File: config.mk
export PLATFORM = sky130hd
export DESIGN_NAME = mask_index_encoder
export DESIGN_NICKNAME = d
export VERILOG_FILES = /design/src/rtl/mask_index_encoder.sv
export SDC_FILE = /design/constraint.sdc
export NUM_CORES = 1
export LEC_CHECK = 0
export BUFFER_PORTS_ARGS = -buffer_cell sky130_fd_sc_hd__buf_2
export CORE_MARGIN = 10
export CORE_UTILIZATION = 50
export CTS_CLUSTER_DIAMETER = 120
export DETAILED_ROUTE_END_ITERATION = 10
export GPL_TIMING_DRIVEN = 0
export HOLD_SLACK_MARGIN = 0.08
export PLACE_DENSITY = 0.8
export SYNTH_ARGS = -nofsm -noshare
export SYNTH_HDL_FRONTEND = slang
export SYNTH_SLANG_ARGS = --single-unit
File: constraint.sdc
create_clock -name clk -period 2 [get_ports clk]
set_input_delay 0.4 -clock clk [delete_from_list [all_inputs] [get_ports clk]]
set_output_delay 0.4 -clock clk [all_outputs]
set_load 0.03 [all_outputs]
File: src/rtl/mask_index_encoder.sv
`default_nettype none
// ============================================================================
// Module      : mask_index_encoder
// Description : Sequential multi-hot mask to index encoder. Scans one set bit
//               per cycle (lowest index first) and emits the indices packed
//               K per beat over a valid/ready handshake, with out_last on the
//               final beat of each mask.
// Revision    : 1.0 - initial release
// ============================================================================
module mask_index_encoder #(
    parameter int SIZE  = 8,
    parameter int K     = 4,
    parameter int BIT   = $clog2(SIZE),
    parameter int CNT_W = $clog2(K + 1)
) (
    input  logic               clk,
    input  logic               rst,
    input  logic               in_valid,
    input  logic [SIZE-1:0]    in_mask,
    output logic               in_ready,
    output logic               out_valid,
    input  logic               out_ready,
    output logic [K*BIT-1:0]   out_addr,
    output logic [CNT_W-1:0]   out_count,
    output logic [K-1:0]       out_lane_valid,
    output logic               out_last
);

    localparam logic [1:0]       S_IDLE = 2'd0;
    localparam logic [1:0]       S_SCAN = 2'd1;
    localparam logic [1:0]       S_EMIT = 2'd2;
    localparam logic [CNT_W-1:0] c_K    = CNT_W'(K);

    logic [1:0]       r_state;
    logic [SIZE-1:0]  r_work;
    logic [K*BIT-1:0] r_slots;
    logic [CNT_W-1:0] r_cnt;

    logic [BIT-1:0]   w_low;
    logic [SIZE-1:0]  w_work_clr;
    logic [CNT_W-1:0] w_cnt_inc;
    logic [K-1:0]     w_lane;
    logic             w_emit;

    // Priority encoder: lowest set index of the remaining work mask.
    always_comb begin
        w_low = '0;
        for (int i = SIZE - 1; i >= 0; i--) begin
            if (r_work[i]) w_low = BIT'(i);
        end
    end

    assign w_work_clr = r_work & ~(SIZE'(1) << w_low);
    assign w_cnt_inc  = r_cnt + 1'b1;
    assign w_emit     = (r_state == S_EMIT);

    // Thermometer of occupied slots, only meaningful while a beat is presented.
    always_comb begin
        w_lane = '0;
        for (int g = 0; g < K; g++) begin
            w_lane[g] = w_emit && (CNT_W'(g) < r_cnt);
        end
    end

    // Outputs are pure decodes of registered state; slots outside EMIT read 0.
    assign in_ready       = (r_state == S_IDLE);
    assign out_valid      = w_emit;
    assign out_addr       = w_emit ? r_slots : '0;
    assign out_count      = w_emit ? r_cnt : '0;
    assign out_lane_valid = w_lane;
    assign out_last       = w_emit && (r_work == '0);

    // Control FSM: accept a mask, scan one bit per cycle, present beats.
    always_ff @(posedge clk) begin
        if (rst) begin
            r_state <= S_IDLE;
            r_work  <= '0;
            r_slots <= '0;
            r_cnt   <= '0;
        end else begin
            case (r_state)
                S_IDLE: begin
                    if (in_valid) begin
                        r_work  <= in_mask;
                        r_slots <= '0;
                        r_cnt   <= '0;
                        r_state <= (in_mask == '0) ? S_EMIT : S_SCAN;
                    end
                end
                S_SCAN: begin
                    for (int g = 0; g < K; g++) begin
                        if (r_cnt == CNT_W'(g)) r_slots[g*BIT +: BIT] <= w_low;
                    end
                    r_work <= w_work_clr;
                    r_cnt  <= w_cnt_inc;
                    if ((w_cnt_inc == c_K) || (w_work_clr == '0)) begin
                        r_state <= S_EMIT;
                    end
                end
                S_EMIT: begin
                    if (out_ready) begin
                        if (r_work == '0) begin
                            r_state <= S_IDLE;
                        end else begin
                            r_slots <= '0;
                            r_cnt   <= '0;
                            r_state <= S_SCAN;
                        end
                    end
                end
                default: begin
                    r_state <= S_IDLE;
                end
            endcase
        end
    end

endmodule
`default_nettype wire

# Word-level counts from Yosys, hierarchy flattened
# Cells that the tools add are included.
# Widths: inputs -> output; s select.
# word_totals
register_bits	25
elab_cells	79
# classes
bitwise_logic	2
magnitude_cmp	4
n_addsub	1
shift	1
n_eq_ne	14
reduce_logical	20
muxes	30
# ops
cell	n
$mux 12	4
$mux 3	16
$pmux 12 s3	1
$logic_not 8->1	3
$reduce_and 5->1	4
$ne 2x2->1 const B	8
$pmux 8 s2	1
$pmux 3 s3	1
$and 8x8->8	1
$mux 2	4
$mux 8	1
$not 8->8	1
$shl 1x3->8 const A	1
$eq 3x2->1 const B	2
$lt 1x3->1 const A	2
$lt 2x3->1 const A	2
$pmux 2 s3	1
$logic_and 1x1->1	5
$reduce_and 4->1	1
$add 3x1->3 const B	1
$eq 3x1->1 const B	1
$eq 3x3->1 const B	1
$logic_not 3->1	1
$reduce_and 3->1	1
8 further kinds	8

# Depth between registers and ports, before layout
# logic_depth
word_depth	15
ltp_mapped	7
depth_no_buf	6

# Least setup slack after synthesis
# Ideal clock, no wire load.
# synth_path
kind	reg2out
startpoint	register r_state[1]
endpoint	output port out_lane_valid[0]
arrival_ns	1.757
stages_incl_launch_ff	4
t_required_ns	1.600
slack_ns	-0.157
path_buffers	0
path_cell_list	dfxtp_1 > clkinv_1 > nor3_1 > or3_1
# synth_via
elab_chain_len	2
# synth_rtl
element	line_no	text
start: declaration	34	logic [1:0] r_state;
start signal: assignment	87	r_state <= (in_mask == '0) ? S_EMIT : S_SCAN;
$eq 2x2->1	55	assign w_emit = (r_state == S_EMIT);
$logic_and 1x1->1	61	w_lane[g] = w_emit && (CNT_W'(g) < r_cnt);
end: declaration	25	output logic [K-1:0] out_lane_valid,
# Every way passes these cells.

# Final worst setup path
# layout_path
startpoint	register r_work[2]
endpoint	output port out_last
# layout_via
elab_chain_len	2
# layout_rtl
element	line_no	text
start: declaration	35	logic [SIZE-1:0] r_work;
start signal: assignment	84	r_work <= in_mask;
start signal: assignment	94	r_work <= w_work_clr;
$logic_not 8->1	71	assign out_last = w_emit && (r_work == '0);
$logic_and 1x1->1	71	
end: declaration	26	output logic out_last
# Every way passes these cells.

==> impl_metrics.yaml <==
yosys:
  synth-xor-area-share: 0
  async_flop_share: 0
  ys_seq_elements: 25
  synth_top_family_by_area: "compound AO/OA/AOI/OAI gates"
  yosys.area.top_type: "dfxtp_1"
  netlist_top_cells_area: "dfxtp_1 32%, nor2_1 6.4%, a21oi_1 6.0%"
  synth-adder-area-share: 0.03170
  synth-simple-area-share: 0.2544
  synth_flop_cell: "dfxtp_1"
  syn_area_mm2: 0.001579
  synth_mux_area_frac: 0.05071
  syn-instance-count: 194
  synth_edf_count: 0
  seq_area_frac_synth: 0.3170
  synth_cell_type_count: 48
  synth_compound_area_frac: 0.2607
  ys.warnings.count: 0
  synth_nets: 210
  syn_area_per_cell_um2: 8.139
  synth_top_area_share: 0.3170
grt:
  grt_max_degree: 16
  grt_overflow: 0
  track_usage: 0.1308
  grt_pass1_vias: 1423
  antenna_found_initial: 0
  grt_pass1_wl_um: 6555
timing:
  worst_slew_pin_slew_ps: 692.7
  fin_crit_sh: 0.9708
  layout_min_cycle_time_ps: 1942
  relSlewSlack: 0.5351
  holdWs_ps: 271.2
  slew_violations: 0
  hold_viol: 0
  clock-skew-final_ps: 1.441
  finalSetupViolCount: 0
  fmax_mhz: 515.0
  rsz0062_at_grt: "yes"
clocking:
  cts_tree: "built"
  cts.clk_slew.worst_paths_ps: 140
  clk_latency_ps: 330
  numClockSinks: 25
  root_buffer: "clkbuf_4"
  cts_buffers: 3
  clk_path_buf_depth: 2
  htreeDepth: 1
setup_path:
  slowest_stage: "dfxtp_2"
  crit_path_start_kind: "register"
  worst-path-max-fanout: 9
  timing.rr.end: "r_slots[1]"
  path_buf_inv: 2
  cpPeakStageDelay_ps: 340
  cp.arrival_ps: 1540
  crit-reg2reg-launch: "r_work[0]"
  reg2reg_setup_slack_ps: 110
  path_class: "register to output port"
  cp.required_ps: 1600
  crit_path_cell_trace: "buf_6, nor4_4, nand2_1, nor3_2, buf_4"
  end_kind: "output port"
  path_delay_family: "simple AND/OR/NAND/NOR gates"
  r2r_cells: 6
finish:
  area_growth_pct: 19.65
  mostFrequentLayoutCell: "buf_2"
  final_cells: 276
  nNetsFinal: 249
  fin_util: 0.6240
  mostFrequentLayoutCells: "33 x buf_2, 26 x nor2_1, 20 x dfxtp_1, 19 x a21oi_1, 13 x nand2_1"
  diodes: 0
  final_layout_size_suffix_gt1_frac: 0.3190
die:
  die_w_um: 76.20
  die_y_um: 76.20
  initial_core_util: 0.5215
  ios: 34
  fp.coreArea_mm2: 0.003028
  dieArea_mm2: 0.005806
  rows: 20
worst_hold_path:
  min_path_type: "input port to register"
  min_from: "rst"
  whs_path_depth: 2
  min_to: "r_work[7]"
route:
  wirelength_um: 4006
  vias_per_cell: 5.475
  drt_iter0_drc: 165
  antenna_left: 0
  drcViolationCount: 0
  vias: 1511
  wl_per_cell_um: 14.51
  drtPass1Iterations: 4
placed_design:
  dp_hpwl_um: 3030
  gp_congestion: 0.8492
  placed_cells: 270
  port_buffers: 32
status:
  status: "finished, final reports clean"
power_and_ir_drop:
  power_density_mw_per_mm2: 701.2
  cellLeakagePower_nw: 0.8338
  ir_worst_vdd_mv: 0.4044
flow_run:
  maxCapViolations: 0
## cell families (layout without fill, tap and decap cells)
family	count (synthesis)	after routing
mux	8	8
compound gates	60	60
buf+inv	19	57
fa+ha+maj	4	4
simple gates	78	78
flops	25	25
## state kept, by name, summed over array words and instances (netlist names)
| register | flops |
|---|---|
| r_state | 2 |
| r_cnt | 3 |
| r_work | 8 |
| r_slots | 12 |
## synthesized netlist by cell type, drive strengths merged (2+ instances only)
master	n
or3	2
ha	4
mux2i	8
a31oi	4
nor3	6
nand2	13
nor4	4
a21oi	25
buf	6
nor2	27
or2	2
inv	6
dfxtp	25
o21ai	8
o211ai	7
clkbuf	5
a211oi	2
and2	13
nand3	3
nor2b	5
## per-layer routing
metal,vias to the layer above,part of all wire,track usage
met5,-,0,0
met2,52,0.46,0.1964
met1,683,0.46,0.1765
met3,5,0.066,0.02594
li1,771,-,-
met4,0,0.014,0.05390
## area by class of cell
cell class / instances / area [um2]
Clock buffer: 3 / 22.52
Buffer: 12 / 113.9
Tap cell: 44 / 55.05
Inverter: 7 / 28.78
Timing Repair Buffer: 34 / 177.7
Sequential cell: 25 / 509.2
Fill cell: 283 / 1139
Multi-Input combinational cell: 150 / 974.7
Clock inverter: 1 / 7.507
## power by group
group	internal, mW	leakage [nW]	switching, mW
combinational	0.201	0.614	0.303
sequential	0.538	0.206	0.0420
clock	0.0769	0.0139	0.165
total	0.816	0.834	0.509
## through the flow
| step | instance area (um2) | total power, mW | TNS [ps] | setup slack [ps] |
|---|---|---|---|---|
| after global placement | 1799 | 1.049 | 0 | 126.3 |
| final | 1889 | 1.325 | 0 | 58.33 |
| after CTS | 1856 | 1.315 | 0 | 0.08682 |
| after global routing | 1889 | 1.404 | -21.72 | -21.72 |
| after floorplan | 1584 | 0.9448 | -220.4 | -94.20 |
| after detailed placement | 1799 | 1.055 | 0 | 87.85 |
## worst max-delay path by stage
stage / slack (ps) / end / start / cells after the start
after global placement: 130 / out_addr[7] / r_state[1] / 5
after floorplan: -90 / out_lane_valid[2] / r_state[1] / 3
final: 60 / out_last / r_work[2] / 5
after global routing: -20 / out_last / r_work[2] / 5
after detailed placement: 90 / out_addr[8] / r_state[1] / 5
after CTS: 0.09 / out_addr[8] / r_state[1] / 5
## repair_timing
| item | in CTS | in global routing |
|---|---|---|
| setup endpoints to repair | 17 | 14 |
| hold endpoints to repair | 0 | 0 |
| pin swaps | 1 | 2 |
| gates resized for setup | 6 | 12 |
| setup buffers | 1 | 1 |
| hold buffers | 0 | 0 |
(Power assumes the default switching activity.)
